--- config.mk ---
export PLATFORM = sky130hd
export DESIGN_NAME = sram_like_arbiter
export DESIGN_NICKNAME = d
export VERILOG_FILES = /design/src/rtl/sram_like_arbiter_pkg.sv /design/src/rtl/sram_like_arbiter_id_fifo.sv /design/src/rtl/sram_like_arbiter.sv
export SDC_FILE = /design/constraint.sdc
export NUM_CORES = 1
export LEC_CHECK = 0
export BUFFER_PORTS_ARGS = -buffer_cell sky130_fd_sc_hd__clkbuf_2
export CELL_PAD_IN_SITES_DETAIL_PLACEMENT = 2
export CELL_PAD_IN_SITES_GLOBAL_PLACEMENT = 2
export CORE_AREA = 5 5 136 138
export CTS_CLUSTER_SIZE = 16
export DETAILED_ROUTE_END_ITERATION = 6
export DIE_AREA = 0 0 141 143
export PLACE_DENSITY = 0.75
export RECOVER_POWER = 25
export SLEW_MARGIN = 20
export SYNTH_ARGS = -nofsm -noshare
export SYNTH_HDL_FRONTEND = slang
export SYNTH_HIERARCHICAL = 1
export SYNTH_SLANG_ARGS = --single-unit
--- constraint.sdc ---
create_clock -name clk -period 2.7 [get_ports clk]
set_input_delay 0.135 -clock clk [delete_from_list [all_inputs] [get_ports clk]]
set_output_delay 0.135 -clock clk [all_outputs]
set_load 0.01 [all_outputs]
--- src/rtl/sram_like_arbiter_pkg.sv ---
// Shared definitions for the sram-like arbiter slice.
//   sram_size_e : SRAM-like transfer size encodings (1/2/4 bytes).
//   master_id_e : transaction owner tag stored in the in-order ID FIFO.
package sram_like_arbiter_pkg;

  typedef enum logic [1:0] {
    SZ_BYTE = 2'd0,
    SZ_HALF = 2'd1,
    SZ_WORD = 2'd2
  } sram_size_e;

  typedef enum logic [0:0] {
    ID_INST = 1'b0,
    ID_DATA = 1'b1
  } master_id_e;

endpackage

--- src/rtl/sram_like_arbiter_id_fifo.sv ---
// In-order 1-bit ID FIFO recording which master owns each outstanding
// transaction.
// Ports:
//   clk, resetn      : clock, asynchronous active-low reset
//   push, push_id    : enqueue push_id (ignored when full)
//   pop              : dequeue head (ignored when empty)
//   full, empty      : occupancy flags
//   head             : id at the read pointer
module sram_like_arbiter_id_fifo #(
  parameter int unsigned DEPTH = 4
) (
  input  logic clk,
  input  logic resetn,
  input  logic push,
  input  logic push_id,
  input  logic pop,
  output logic full,
  output logic empty,
  output logic head
);

  localparam int unsigned PW = $clog2(DEPTH);
  localparam int unsigned CW = PW + 1;

  logic [DEPTH-1:0] mem_q, mem_d;
  logic [PW-1:0]    wr_ptr_q, wr_ptr_d;
  logic [PW-1:0]    rd_ptr_q, rd_ptr_d;
  logic [CW-1:0]    count_q, count_d;
  logic             do_push, do_pop;

  assign full    = (count_q == CW'(DEPTH));
  assign empty   = (count_q == '0);
  assign head    = mem_q[rd_ptr_q];
  assign do_push = push && !full;
  assign do_pop  = pop && !empty;

  // Pointers wrap naturally because DEPTH is a power of two.
  always_comb begin
    mem_d    = mem_q;
    wr_ptr_d = wr_ptr_q;
    rd_ptr_d = rd_ptr_q;
    count_d  = count_q;
    if (do_push) begin
      mem_d[wr_ptr_q] = push_id;
      wr_ptr_d        = wr_ptr_q + PW'(1);
    end
    if (do_pop) begin
      rd_ptr_d = rd_ptr_q + PW'(1);
    end
    case ({do_push, do_pop})
      2'b10:   count_d = count_q + CW'(1);
      2'b01:   count_d = count_q - CW'(1);
      default: count_d = count_q;
    endcase
  end

  always_ff @(posedge clk or negedge resetn) begin
    if (!resetn) begin
      mem_q    <= '0;
      wr_ptr_q <= '0;
      rd_ptr_q <= '0;
      count_q  <= '0;
    end else begin
      mem_q    <= mem_d;
      wr_ptr_q <= wr_ptr_d;
      rd_ptr_q <= rd_ptr_d;
      count_q  <= count_d;
    end
  end

endmodule

--- src/rtl/sram_like_arbiter.sv ---
// Shares one sram-like slave port between the instruction-fetch and data
// masters. One address phase is granted per cycle; an in-order ID FIFO
// routes each slave data_ok/rdata back to the issuing master.
// Ports:
//   clk, resetn        : clock, asynchronous active-low reset
//   inst_* / data_*    : sram-like master ports (req/wr/size/addr/wstrb/wdata
//                        in, addrok/dataok/rdata out)
//   m_*                : sram-like slave port towards the bridge
module sram_like_arbiter
  import sram_like_arbiter_pkg::*;
#(
  parameter int unsigned OUTSTANDING = 4,
  parameter int unsigned DATA_PRIO   = 1
) (
  input  logic        clk,
  input  logic        resetn,
  input  logic        inst_req,
  input  logic        inst_wr,
  input  logic [1:0]  inst_size,
  input  logic [31:0] inst_addr,
  input  logic [3:0]  inst_wstrb,
  input  logic [31:0] inst_wdata,
  output logic        inst_addrok,
  output logic        inst_dataok,
  output logic [31:0] inst_rdata,
  input  logic        data_req,
  input  logic        data_wr,
  input  logic [1:0]  data_size,
  input  logic [31:0] data_addr,
  input  logic [3:0]  data_wstrb,
  input  logic [31:0] data_wdata,
  output logic        data_addrok,
  output logic        data_dataok,
  output logic [31:0] data_rdata,
  output logic        m_req,
  output logic        m_wr,
  output logic [1:0]  m_size,
  output logic [31:0] m_addr,
  output logic [3:0]  m_wstrb,
  output logic [31:0] m_wdata,
  input  logic        m_addrok,
  input  logic        m_dataok,
  input  logic [31:0] m_rdata
);

  logic       lock_valid_q, lock_valid_d;
  master_id_e lock_id_q, lock_id_d;
  master_id_e rr_last_q, rr_last_d;
  master_id_e grant;
  logic       full, empty, head;
  logic       accept, ret;

  always_comb begin
    grant = ID_INST;
    if (lock_valid_q) begin
      grant = lock_id_q;
    end else if (data_req && !inst_req) begin
      grant = ID_DATA;
    end else if (data_req && inst_req) begin
      grant = (DATA_PRIO != 0) ? ID_DATA : master_id_e'(~rr_last_q);
    end
  end

  always_comb begin
    if (grant == ID_DATA) begin
      m_req   = data_req && !full;
      m_wr    = data_wr;
      m_size  = data_size;
      m_addr  = data_addr;
      m_wstrb = data_wstrb;
      m_wdata = data_wdata;
    end else begin
      m_req   = inst_req && !full;
      m_wr    = inst_wr;
      m_size  = inst_size;
      m_addr  = inst_addr;
      m_wstrb = inst_wstrb;
      m_wdata = inst_wdata;
    end
  end

  assign accept      = m_req && m_addrok;
  assign ret         = m_dataok && !empty;
  assign inst_addrok = accept && (grant == ID_INST);
  assign data_addrok = accept && (grant == ID_DATA);
  assign inst_dataok = ret && (head == ID_INST);
  assign data_dataok = ret && (head == ID_DATA);
  assign inst_rdata  = m_rdata;
  assign data_rdata  = m_rdata;

  // A presented-but-unaccepted request pins the grant so the slave never
  // sees the address phase switch masters mid-handshake.
  always_comb begin
    lock_valid_d = lock_valid_q;
    lock_id_d    = lock_id_q;
    rr_last_d    = rr_last_q;
    if (accept) begin
      lock_valid_d = 1'b0;
      rr_last_d    = grant;
    end else if (m_req) begin
      lock_valid_d = 1'b1;
      lock_id_d    = grant;
    end
  end

  always_ff @(posedge clk or negedge resetn) begin
    if (!resetn) begin
      lock_valid_q <= 1'b0;
      lock_id_q    <= ID_INST;
      rr_last_q    <= ID_INST;
    end else begin
      lock_valid_q <= lock_valid_d;
      lock_id_q    <= lock_id_d;
      rr_last_q    <= rr_last_d;
    end
  end

  sram_like_arbiter_id_fifo #(
    .DEPTH(OUTSTANDING)
  ) u_id_fifo (
    .clk    (clk),
    .resetn (resetn),
    .push   (accept),
    .push_id(grant),
    .pop    (m_dataok),
    .full   (full),
    .empty  (empty),
    .head   (head)
  );

endmodule

==> key figures <==
Outcome
  – Outcome: finished clean

Worst setup path
  – Startpoint types: flip-flop
  – CP Max Fanout: 5
  – WP data required: 2.82 ns
  – R2r setup slk: 0.28 ns
  – WS Path Type: flip-flop to flip-flop
  – Reg2reg path depth: 10
  – CP endpoint kind: flip-flop
  – Worst R2R End: u_id_fifo/count_q[2]$_DFFE_PN0P_
  – Reg2Reg Launch Point: lock_valid_q$_DFFE_PN0P_
  – CP Data Arrival Time: 2.55 ns

Timing
  – Final Hold Fails: 0
  – Crit share post-route: 89.8%
  – Max Clk Rate: 412 MHz
  – Rel. slew slack: 56.7%
  – Setup TNS: 0 ns
  – Final number of max-transition violations: 0
  – Final Critical Period: 2.42 ns
  – Final setup vio count: 0
  – Setup repair after global routing missed its margin: false
  – Max Clock Skew: 0.00463 ns
  – Worst Tran Pin Value: 0.636 ns

Layout
  – Fin area: 3180 sq um
  – Fillers: 2047
  – Post-route insts no fill: 613
  – Final Core Density: 18.7%
  – Diodes inserted: 0
  – Most common cell after layout, fill and taps aside: clkbuf_2
  – Most frequent cells in the layout: clkbuf_2 (223), mux2_2 (71), dfrtp_1 (13)
  – Layout Nets: 575
  – Area Growth Syn to Fin: 46.4%
  – FF+latch area: 325 sq um
  – Multi-input logic area: 1230 sq um
  – Fraction of layout cells with a size suffix above 1: 81.2%

Synthesis
  – Ys Warns: 6
  – Top cell type's share of synthesized area: 36.8%
  – Cell variety after synth: 28
  – Adder-cell share of the synthesized area: 3.80%
  – Post-synth EDFFs: 0
  – Post-Synth Simple-Gate Area: 6.56%
  – Largest family of logic cells by synthesized area: multiplexers
  – Async SR Flop Fraction: 100%
  – Seq/Total Area, Yosys: 15.0%
  – Top_reg_cell synth: dfrtp_1
  – Post-synthesis register bit count: 13
  – Xor and xnor area share after synthesis: 2.42%
  – Post-Syn Area: 2170 sq um
  – Post-Syn Nets: 405
  – Cell accounting for the most synthesized area: mux2_2
  – Synth top area cells: mux2_2 (37%), buf_4 (22%), dfrtp_1 (15%), clkbuf_8 (4.4%), ha_1 (2.9%)
  – Syn_area_per_cell: 9.92 sq um
  – Cell count after synthesis: 219
  – Synth Area in Compound Gates: 3.51%
  – Mux cell area share after synthesis: 40.5%

Clock network
  – Max clock buf depth: 2
  – Worst-path clk slew: 0.05 ns
  – TritonCTS buffer count: 3
  – Number of H-tree levels: 1
  – # resized after CTS: 0
  – Clock latency on the worst-skew pair: 0.24 ns
  – TritonCTS clock tree: yes
  – CTS Sinks: 13
  – Root buf cell: clkbuf_16

Detailed routing
  – First-pass DRT Iterations: 4
  – DR vias: 2185
  – Antenna viol nets, final: 0
  – DR WL/cell: 18.8 microns
  – Final WL: 11.5 mm
  – Initial drt markers: 27
  – DRC: 0
  – Vias/cell: 3.56

Floorplanning
  – Core ar.: 17100 sq um
  – Rows: 48
  – Die Span Y: 143 microns
  – Total die area: 20200 sq um
  – Die width: 141 microns
  – IO Pins: 320
  – Starting Density: 12.7%

Placed design
  – GPL Wtd Cong: 0.917
  – Placed insts: 608
  – Port buffer count: 223
  – DP Wirelength: 10.6 mm
  – Placed cell area: 3090 sq um

Worst hold path
  – Worst Hold Class: primary input to flip-flop
  – Hold endpoint: lock_valid_q$_DFFE_PN0P_
  – Worst Hold Depth: 2
  – Hold path startpoint: m_addrok

Power and ir drop
  – VDD IR-drop max: 0.212 mV
  – Tot Pwr: 2860 uW
  – Power per cell area: 898 nW/um^2
  – Pleak: 0.00168 uW

Global routing
  – Initial antenna violation count: 0
  – Grt ovf: 0
  – Total GRT Usage: 10.3%
  – Largest net degree at the start of global routing: 20
  – First-pass GRT wire length: 16.0 mm
  – Vias in the first global route: 2596

Run
  – Max-cap viol count: 0
[power breakdown]
part           switching [uW]  leakage (uW)  internal (uW)
Sequential                120      0.000156            296
Clock                    80.5     0.0000382            199
Combinational            1060       0.00149           1100
[worst max-delay path by stage]
| stage | start | depth (start not counted) | to |
|---|---|---|---|
| floorplan | u_id_fifo/count_q[0]$_DFFE_PN0P_ | 11 | u_id_fifo/count_q[2]$_DFFE_PN0P_ |
| global placement | lock_valid_q$_DFFE_PN0P_ | 10 | u_id_fifo/count_q[2]$_DFFE_PN0P_ |
| detailed placement | lock_valid_q$_DFFE_PN0P_ | 10 | u_id_fifo/count_q[2]$_DFFE_PN0P_ |
| CTS | lock_valid_q$_DFFE_PN0P_ | 10 | u_id_fifo/count_q[2]$_DFFE_PN0P_ |
| global route | lock_valid_q$_DFFE_PN0P_ | 10 | u_id_fifo/count_q[2]$_DFFE_PN0P_ |
| finish | lock_valid_q$_DFFE_PN0P_ | 10 | u_id_fifo/count_q[2]$_DFFE_PN0P_ |
[sequential cells by signal, indices dropped and copies added, names as in the netlist]
register and count:
u_id_fifo/rd_ptr_q 2, u_id_fifo/count_q 3, lock_id_q 1, u_id_fifo/mem_q 4, u_id_fifo/wr_ptr_q 2, lock_valid_q 1
[cell usage after synthesis (2+ instances only)]
| master | count |
|---|---|
| nor3_1 | 5 |
| nand2_1 | 11 |
| ha_1 | 5 |
| nor2_1 | 3 |
| mux2_2 | 71 |
| inv_1 | 7 |
| xor2_1 | 3 |
| dfrtp_1 | 13 |
| xnor2_1 | 3 |
| o21ai_0 | 9 |
| buf_4 | 64 |
| nand2b_1 | 2 |
| mux2i_1 | 2 |
| clkbuf_8 | 7 |
[cell families (layout without fill, tap and decap cells)]
group                      Yosys count  count (layout)
muxes                               76              76
DFF                                 13              13
xor gates and xnor gates             6               6
adders and majority gates            6               6
AOI/OAI and AO/OA                   13              13
buffers and inverters               79             248
and+or+nand+nor                     26              26
[metal layers]
layer | part of all wire (%) | track usage, % | vias up
met5 | 0 | 0 | -
met4 | 1.2 | 2.50 | 0
met3 | 9.1 | 2.65 | 23
met2 | 54 | 20.0 | 139
met1 | 36 | 11.0 | 996
li1 | - | - | 1027
[area by class of cell]
| cell class | count | area share, % |
|---|---|---|
| Timing Repair Buffer | 237 | 38.9 |
| Multi-Input combinational cell | 127 | 38.8 |
| Sequential cell | 13 | 10.2 |
| Tap cell | 225 | 8.85 |
| Clock buffer | 4 | 2.48 |
| Inverter | 7 | 0.826 |
[critical path, cell delays in order (launching register included)]
cell      delay [ns]
dfrtp_1         0.45
or2b_1          0.21
a21oi_1         0.09
nor3_1          0.50
nand2b_1        0.16
ha_1            0.27
inv_1           0.08
fa_1            0.18
xor2_1          0.16
nor2_1          0.07
xor2_1          0.14
[timing repair]
item                      CTS  global route
buffers inserted            0             0
hold buffers                1             0
hold endpoints to repair   13             0
[through the flow]
step | setup slack, ns | hold WS [ns]
2_1_floorplan | 0.484 | -0.161
3_3_place_gp | 0.419 | 0.0491
3_5_place_dp | 0.294 | 0.0549
4_1_cts | 0.247 | 0.170
5_1_grt | 0.0347 | 0.164
6_report | 0.276 | 0.156
No activity file was read; power rests on OpenSTA's default activity.
